## src/rtl/jogo_sequencia_param.sv

```systemverilog
// Sequence memory game: player repeats one-hot symbols, growing by one each round.
// Latency: play edge at clock t -> compara at t+2 -> fim_* outputs after t+3.
// No backpressure: keys are sampled every cycle, and plays outside espera_jogada are ignored.
module jogo_sequencia_param #(
  parameter int N_CHAVES       = 4,
  parameter int N_JOGADAS      = 16,
  parameter int TIMEOUT_CICLOS = 3000,
  localparam int CW            = $clog2(N_JOGADAS)
) (
  input  logic                clock,
  input  logic                reset,
  input  logic                iniciar,
  input  logic [N_CHAVES-1:0] chaves,
  output logic                acertou,
  output logic                errou,
  output logic                timeout,
  output logic                pronto,
  output logic [N_CHAVES-1:0] leds,
  output logic [CW-1:0]       db_rodada,
  output logic [CW-1:0]       db_contagem,
  output logic [3:0]          db_estado
);

  localparam int TW = $clog2(TIMEOUT_CICLOS);
  localparam logic [TW-1:0] TIMER_MAX = TW'(TIMEOUT_CICLOS - 1);
  localparam logic [CW-1:0] ULTIMA    = CW'(N_JOGADAS - 1);

  typedef enum logic [3:0] {
    INICIAL        = 4'h0,
    PREPARACAO     = 4'h1,
    ESPERA_JOGADA  = 4'h2,
    REGISTRA       = 4'h3,
    COMPARA        = 4'h4,
    PROXIMA_JOGADA = 4'h5,
    PROXIMA_RODADA = 4'h6,
    FIM_ACERTO     = 4'hA,
    FIM_TIMEOUT    = 4'hD,
    FIM_ERRO       = 4'hE
  } estado_t;

  estado_t             estado;
  logic [N_CHAVES-1:0] chaves_ant;
  logic [TW-1:0]       timer;
  logic [CW-1:0]       rodada;
  logic [CW-1:0]       contagem;
  logic                jogada;

  // Expected symbol at a sequence position: one-hot, bit (pos mod N_CHAVES).
  function automatic logic [N_CHAVES-1:0] simbolo(input logic [CW-1:0] pos);
    logic [N_CHAVES-1:0] s;
    s = '0;
    for (int k = 0; k < N_CHAVES; k++) begin
      s[k] = ((int'(pos) % N_CHAVES) == k);
    end
    return s;
  endfunction

  // A play is a release-to-press transition, so keys held on entry never count.
  assign jogada = (chaves != '0) && (chaves_ant == '0);

  assign db_estado   = estado;
  assign db_rodada   = rodada;
  assign db_contagem = contagem;

  // Previous key sample, refreshed every cycle regardless of state.
  always_ff @(posedge clock) begin
    if (reset) chaves_ant <= '0;
    else       chaves_ant <= chaves;
  end

  // Game FSM with registered Moore flags; flags default low and are re-asserted while in fim_*.
  always_ff @(posedge clock) begin
    if (reset) begin
      estado   <= INICIAL;
      timer    <= '0;
      rodada   <= '0;
      contagem <= '0;
      leds     <= '0;
      acertou  <= 1'b0;
      errou    <= 1'b0;
      timeout  <= 1'b0;
      pronto   <= 1'b0;
    end else begin
      acertou <= 1'b0;
      errou   <= 1'b0;
      timeout <= 1'b0;
      pronto  <= 1'b0;
      case (estado)
        INICIAL: begin
          if (iniciar) begin
            estado   <= PREPARACAO;
            timer    <= '0;
            rodada   <= '0;
            contagem <= '0;
            leds     <= '0;
          end
        end
        PREPARACAO: begin
          timer    <= '0;
          rodada   <= '0;
          contagem <= '0;
          leds     <= '0;
          estado   <= ESPERA_JOGADA;
        end
        ESPERA_JOGADA: begin
          // A play in the expiry cycle still counts.
          if (jogada) begin
            leds   <= chaves;
            estado <= REGISTRA;
          end else if (timer == TIMER_MAX) begin
            estado  <= FIM_TIMEOUT;
            errou   <= 1'b1;
            timeout <= 1'b1;
            pronto  <= 1'b1;
          end else begin
            timer <= timer + 1'b1;
          end
        end
        REGISTRA: estado <= COMPARA;
        COMPARA: begin
          if (leds != simbolo(contagem)) begin
            estado <= FIM_ERRO;
            errou  <= 1'b1;
            pronto <= 1'b1;
          end else if (contagem != rodada) begin
            estado <= PROXIMA_JOGADA;
          end else if (rodada != ULTIMA) begin
            estado <= PROXIMA_RODADA;
          end else begin
            estado  <= FIM_ACERTO;
            acertou <= 1'b1;
            pronto  <= 1'b1;
          end
        end
        PROXIMA_JOGADA: begin
          contagem <= contagem + 1'b1;
          timer    <= '0;
          estado   <= ESPERA_JOGADA;
        end
        PROXIMA_RODADA: begin
          rodada   <= rodada + 1'b1;
          contagem <= '0;
          timer    <= '0;
          estado   <= ESPERA_JOGADA;
        end
        FIM_ACERTO, FIM_ERRO, FIM_TIMEOUT: begin
          if (iniciar) begin
            estado   <= PREPARACAO;
            timer    <= '0;
            rodada   <= '0;
            contagem <= '0;
            leds     <= '0;
          end else begin
            acertou <= (estado == FIM_ACERTO);
            errou   <= (estado != FIM_ACERTO);
            timeout <= (estado == FIM_TIMEOUT);
            pronto  <= 1'b1;
          end
        end
        default: begin
          estado   <= INICIAL;
          timer    <= '0;
          rodada   <= '0;
          contagem <= '0;
          leds     <= '0;
        end
      endcase
    end
  end

endmodule

```

## config.mk

```make
export PLATFORM = sky130hd
export DESIGN_NAME = jogo_sequencia_param
export DESIGN_NICKNAME = d
export VERILOG_FILES = /design/src/rtl/jogo_sequencia_param.sv
export SDC_FILE = /design/constraint.sdc
export NUM_CORES = 1
export LEC_CHECK = 0
export CORE_MARGIN = 3
export CORE_UTILIZATION = 55
export DETAILED_ROUTE_END_ITERATION = 10
export PLACE_DENSITY = 0.89
export REMOVE_ABC_BUFFERS = 1
export SLEW_MARGIN = 25
export SYNTH_ARGS = -nofsm -noshare
export SYNTH_HDL_FRONTEND = slang
export SYNTH_SLANG_ARGS = --single-unit
```

## constraint.sdc

```tcl
create_clock -name clock -period 3.55 [get_ports clock]
set_input_delay 0.355 -clock clock [delete_from_list [all_inputs] [get_ports clock]]
set_output_delay 0.355 -clock clock [all_outputs]
set_load 0.01 [all_outputs]
```

==> qor.csv, run 1 <==
metric;value;unit
drc violations;0;
largest net degree at the start of global routing;27;
Post-CTS Setup Bufs;0;
Clk Latency, worst-skew pair;290;ps
Total Power;1.27;mW
CORE AREA;3490;sq um
total track usage;25.2;%
first-pass GRT wire length;8.77;mm
Synth warnings;0;
Hold Violations, Final;0;
cts repair resizes;0;
element type at the critical path end;flip-flop;
slew margin rel.;55.0;%
vias in the first global route;1880;
Cells after Synth;253;
die span in y;67.8;microns
Layout area overhead;17.5;%
leakage;0.832;nW
Layout Utilization;70.6;%
Reg clk slew, reported paths;70;ps
Post-Layout Cell Count;321;
count of cell types in the netlist;59;
First-pass DRT Iterations;6;
CTS Buf Count;5;
Post-Place Cells;314;
FF-to-FF path depth;5;
status;finished, final reports clean;
clock root cell;clkbuf_8;
HPWL reported at the end of detailed placement;3.61;mm
Nets;288;
drt total wl;5.11;mm
HP Class;flip-flop to flip-flop;
IO Port Bufs;26;
# setup viols final;0;
CTS sink cnt;36;
WL/cell;15.9;microns
Critical Path Source Type;flip-flop;
Detail Route Antenna Nets;0;
Crit-path slowest cell;dfxtp_1;
drt first-iter violations;251;
RSZ-0062 raised after global routing;no;
period utilization;74.6;%
power density over cell area;515;nW/um^2
Fin Hold WS;465;ps
Vias;2052;
CP Data Arrival Time;2870;ps
Worst-Margin Slew;669;ps
Post-synth EDFFs;0;
row cnt;21;
starting density of the core;60.1;%
crit path max fanout;17;
Die W;67.8;microns
Slew Limit Fails;0;
sequential-to-total area share from yosys stat;34.3;%
ys flop type;dfxtp_1;
crit-path max cell delay;660;ps
Setup Skew;4.62;ps
Syn Area/Cell;8.30;sq um
Die Area;4600;sq um
Remaining Overflow, GRT;0;
Max clock buf depth;2;
I/O pins;27;
CTS tree;yes;
Crit Path Category;flip-flop to flip-flop;
Achievable Freq;0.377;GHz
number of diodes;0;
flops & latches, synth;36;
# hold bufs at CTS;0;
Required @ worst endpoint;3770;ps
layout cell share with drive strength beyond 1;8.00;%
peak supply drop;0.236;mV
CP cell instances;inv_1 -> a311oi_1 -> nor2_1 -> or4_1 -> a21oi_1;
setup TNS;0;ps
Vias/cell;6.39;
Period minus WS final;2650;ps
hold depth;2;
ys async rst share;0;%
max_cap viols;0;
RePlAce Congestion;0.915;
Post-Syn Area;2100;sq um
initial antenna violation count;0;
H-tree depth;2;
## cell families after synthesis
family / count (synthesis) / synth area share [%]
AO/OA/AOI/OAI: 70 / 23.0
XOR/XNOR: 9 / 3.75
adder cells (fa/ha/maj): 6 / 3.57
buffers and inverters: 21 / 4.59
flip-flops: 36 / 34.3
multiplexers: 4 / 1.91
AND/OR/NAND/NOR: 107 / 28.9
## synthesized netlist by cell type, types with 3 or more instances
| cell type | n | share of area, % |
|---|---|---|
| nor4_1 | 5 | 1.5 |
| xnor2_1 | 5 | 2.1 |
| o21ai_0 | 15 | 3.6 |
| nor2_1 | 14 | 2.5 |
| a31oi_1 | 6 | 1.8 |
| nor2b_1 | 9 | 2.7 |
| a311oi_1 | 3 | 1.3 |
| o211ai_1 | 4 | 1.4 |
| nor3_1 | 10 | 2.4 |
| o2111ai_1 | 3 | 1.3 |
| a21oi_1 | 17 | 4.0 |
| nand4_1 | 9 | 2.7 |
| inv_1 | 7 | 1.3 |
| nand2b_1 | 7 | 2.1 |
| o21a_1 | 3 | 1.1 |
| nand2_1 | 19 | 3.4 |
| ha_1 | 6 | 3.6 |
| mux2i_1 | 4 | 1.9 |
| xor2_1 | 4 | 1.7 |
| dfxtp_1 | 36 | 34 |
| clkbuf_1 | 9 | 1.6 |
| nand3_1 | 11 | 2.6 |
## placed cells by master (no fill, tap or decap), drive strengths merged, types with 3 or more instances in the layout
cell type,synthesis,final
clkbuf,10,7
nor4,6,6
o21ai,16,16
nand2,19,19
nand2b,7,7
a31oi,6,6
nand4,9,9
a311oi,3,3
xor2,4,4
o2111ai,3,3
nor3,11,11
o21a,3,3
dfxtp,36,36
nor2b,9,9
inv,7,7
xnor2,5,5
buf,4,3
nand3,11,11
or4,4,4
nor2,14,14
o41ai,3,3
a21oi,17,17
ha,6,6
o211ai,4,4
mux2i,4,4
clkdlybuf4s50,0,26
## power breakdown
group | switching (mW) | internal (mW) | leakage (nW)
Clock | 0.135 | 0.173 | 0.0503
Combinational | 0.294 | 0.170 | 0.490
Sequential | 0.0688 | 0.430 | 0.292
## through the flow
stage / cell area (sq um) / setup slack, ps
3_5_place_dp: 2370 / 675
3_3_place_gp: 2370 / 725
2_1_floorplan: 2030 / 1380
6_report: 2470 / 901
4_1_cts: 2470 / 953
5_1_grt: 2470 / 712
## area by class of cell
class	instances	area [sq um]
clock buffers	7	96.3
fillers	289	1030
inverters	7	26.3
multi-input cells	196	1280
flip-flops and latches	36	721
well taps	46	57.6
repair buffers	29	283
## flip-flops by register name (all words and copies together) (netlist names)
name	flops
db_estado	4
pronto	1
timeout	1
timer	12
errou	1
leds	4
db_rodada	4
acertou	1
chaves_ant	4
db_contagem	4
## final timing paths
| kind | start | to | slack, ps |
|---|---|---|---|
| max | db_estado[3] | timer[4] | 900 |
| min | timer[11] | timer[11] | 460 |
| max reg2reg | db_estado[3] | timer[4] | 900 |
| min reg2reg | timer[11] | timer[11] | 460 |
## critical path, delay by kind of cell, from the launching register on
family	cells	cell delay [ps]
compound gates	2	790
simple gates	2	900
flops	1	660
buf+inv	1	220
## per-layer routing
layer,up-vias,GRT usage [%],wire (microns)
li1,1001,-,-
met1,940,33.9,2310
met2,99,38.6,2270
met3,12,7.32,426
met4,0,8.19,106
met5,-,0,0
Note: power is estimated with default switching activity, not from simulation.
==> inputs of run 2 (changes only) <==
CORE_UTILIZATION = 50   (was 55)
PLACE_DENSITY = 0.86   (was 0.89)
clock period = 2.13 ns   (was 3.55 ns; I/O delays follow)
==> run 2 against run 1 <==
Count of clock-buffer cells in the layout is 1 lower. Maximum frequency is 29% higher. Sequential share of layout area is 2.9 points lower. First-iteration DRC count is 8.8% lower. Sequential power is 56% higher. Core utilization is 0.47 points higher. Global-route usage is 2.9 points lower. Cell area is 11% higher. Clock skew is 3.8 ps higher. Cell count is 11% higher. Total power is 87% higher. Register-to-register slack worse by 820 ps. Critical endpoint is now timer[8].
==> qor.csv, run 2 (synthesis results as in run 1) <==
metric;value;unit;change
CORE AREA;3850;sq um;was 3490 sq um
Setup Skew;8.43;ps;was 4.62 ps
Nets;319;;was 288
status;finished, final reports clean;;unchanged
Period minus WS final;2050;ps;was 2650 ps
initial antenna violation count;0;;unchanged
Crit Path Category;flip-flop to flip-flop;;unchanged
Remaining Overflow, GRT;0;;unchanged
CTS tree;yes;;unchanged
commonest non-fill, non-tap cell in the layout;dfxtp_1;;unchanged
Post-Place Cells;345;;was 314
element type at the critical path end;flip-flop;;unchanged
number of diodes;0;;unchanged
layout cell share with drive strength beyond 1;18.2;%;was 8.00%
H-tree depth;2;;unchanged
Clk Latency, worst-skew pair;300;ps;was 290 ps
Hold Violations, Final;0;;unchanged
max_cap viols;0;;unchanged
# hold bufs at CTS;0;;unchanged
IO Port Bufs;26;;unchanged
CTS Buf Count;5;;unchanged
CTS sink cnt;36;;unchanged
First-pass DRT Iterations;6;;unchanged
Vias;2167;;was 2052
WL/cell;15.5;microns;was 15.9 microns
Required @ worst endpoint;2330;ps;was 3770 ps
Top reg by flops;timer;;unchanged
Slew Limit Fails;0;;unchanged
Die Area;5020;sq um;was 4600 sq um
power density over cell area;869;nW/um^2;was 515 nW/um^2
crit path max fanout;14;;was 17
period utilization;96.4;%;was 74.6%
Die W;70.8;microns;was 67.8 microns
Largest register FFs;12;;unchanged
Achievable Freq;0.487;GHz;was 0.377 GHz
most frequent cells in the layout;36 x dfxtp_1, 32 x buf_4, 25 x clkdlybuf4s50_1, 19 x nand2_1, 17 x a21oi_1;;was 36 x dfxtp_1, 26 x clkdlybuf4s50_1, 19 x nand2_1, 17 x a21oi_1, 15 x o21ai_0
clock root cell;clkbuf_8;;unchanged
CP Data Arrival Time;2250;ps;was 2870 ps
drt total wl;5.49;mm;was 5.11 mm
vias in the first global route;1988;;was 1880
# setup viols final;0;;unchanged
slew margin rel.;58.9;%;was 55.0%
starting density of the core;54.5;%;was 60.1%
RePlAce Congestion;0.984;;was 0.915
first-pass GRT wire length;9.17;mm;was 8.77 mm
row cnt;22;;was 21
peak supply drop;0.470;mV;was 0.236 mV
Reg clk slew, reported paths;70;ps;about the same
leakage;1.01;nW;was 0.832 nW
largest net degree at the start of global routing;27;;unchanged
I/O pins;27;;unchanged
Post-Layout Cell Count;355;;was 321
Vias/cell;6.10;;was 6.39
Max clock buf depth;2;;unchanged
drc violations;0;;unchanged
Layout area overhead;30.4;%;was 17.5%
Layout Utilization;71.1;%;was 70.6%
Worst-Margin Slew;614;ps;was 669 ps
Fin Hold WS;441;ps;was 465 ps
setup TNS;0;ps;unchanged
HP Class;input port to flip-flop;;was flip-flop to flip-flop
Critical Path Source Type;flip-flop;;unchanged
total track usage;22.3;%;was 25.2%
HPWL reported at the end of detailed placement;4.03;mm;was 3.61 mm
Detail Route Antenna Nets;0;;unchanged
RSZ-0062 raised after global routing;no;;unchanged
die span in y;70.8;microns;was 67.8 microns
Reg2Reg Setup Slack;80;ps;was 900 ps
drt first-iter violations;229;;was 251
[run 2: repair_timing]
action,4_1_cts,5_1_grt
gates resized for setup,0,3
endpoints found under the hold margin,0,0
setup endpoints to repair,8,3
pin swaps,1,0
buffers inserted,2,0
[run 2: critical path: stages (launching register included)]
cell	delay (ps)
dfxtp_1	340
or4b_1	570
or4_4	490
a21boi_4	190
buf_12	150
nor4_1	50
o21a_1	160
[run 2: final timing paths]
path | start | depth (start not counted) | end
worst max-delay path | timer[6] | 6 | timer[8]
worst min-delay path | iniciar | 5 | errou
worst max register to register | timer[6] | 6 | timer[8]
worst min register to register | timer[10] | 2 | timer[10]
[run 2: per-stage QoR]
step           worst slack, ps  cell area [sq um]  power, mW
2_1_floorplan            -36.6               2030       1.33
3_3_place_gp              -168               2600       1.81
3_5_place_dp              -224               2600       1.83
4_1_cts                   85.5               2720       2.35
5_1_grt                   4.49               2740       2.52
6_report                  76.4               2740       2.38
[run 2: report_power, final]
part           internal, mW  switching, mW  total (mW)  leakage (nW)
Sequential            0.717         0.0591       0.776         0.292
Clock                 0.258          0.251       0.509        0.0510
Combinational         0.494          0.602        1.10         0.668
[run 2: cell type report]
cell class | count | area (sq um)
Tap cell | 48 | 60.1
Sequential cell | 36 | 721
Inverter | 7 | 26.3
Fill cell | 294 | 1110
Timing Repair Buffer | 60 | 543
Multi-Input combinational cell | 196 | 1300
Clock inverter | 2 | 10.0
Clock buffer | 6 | 82.6
[run 2: layer usage]
metal	GRT usage, %	part of all wire (%)	vias up
met1	30.5	46	1004
met2	33.5	45	87
met3	6.39	7.0	11
met4	8.14	1.6	0
li1	-	-	1065
met5	0	0	-
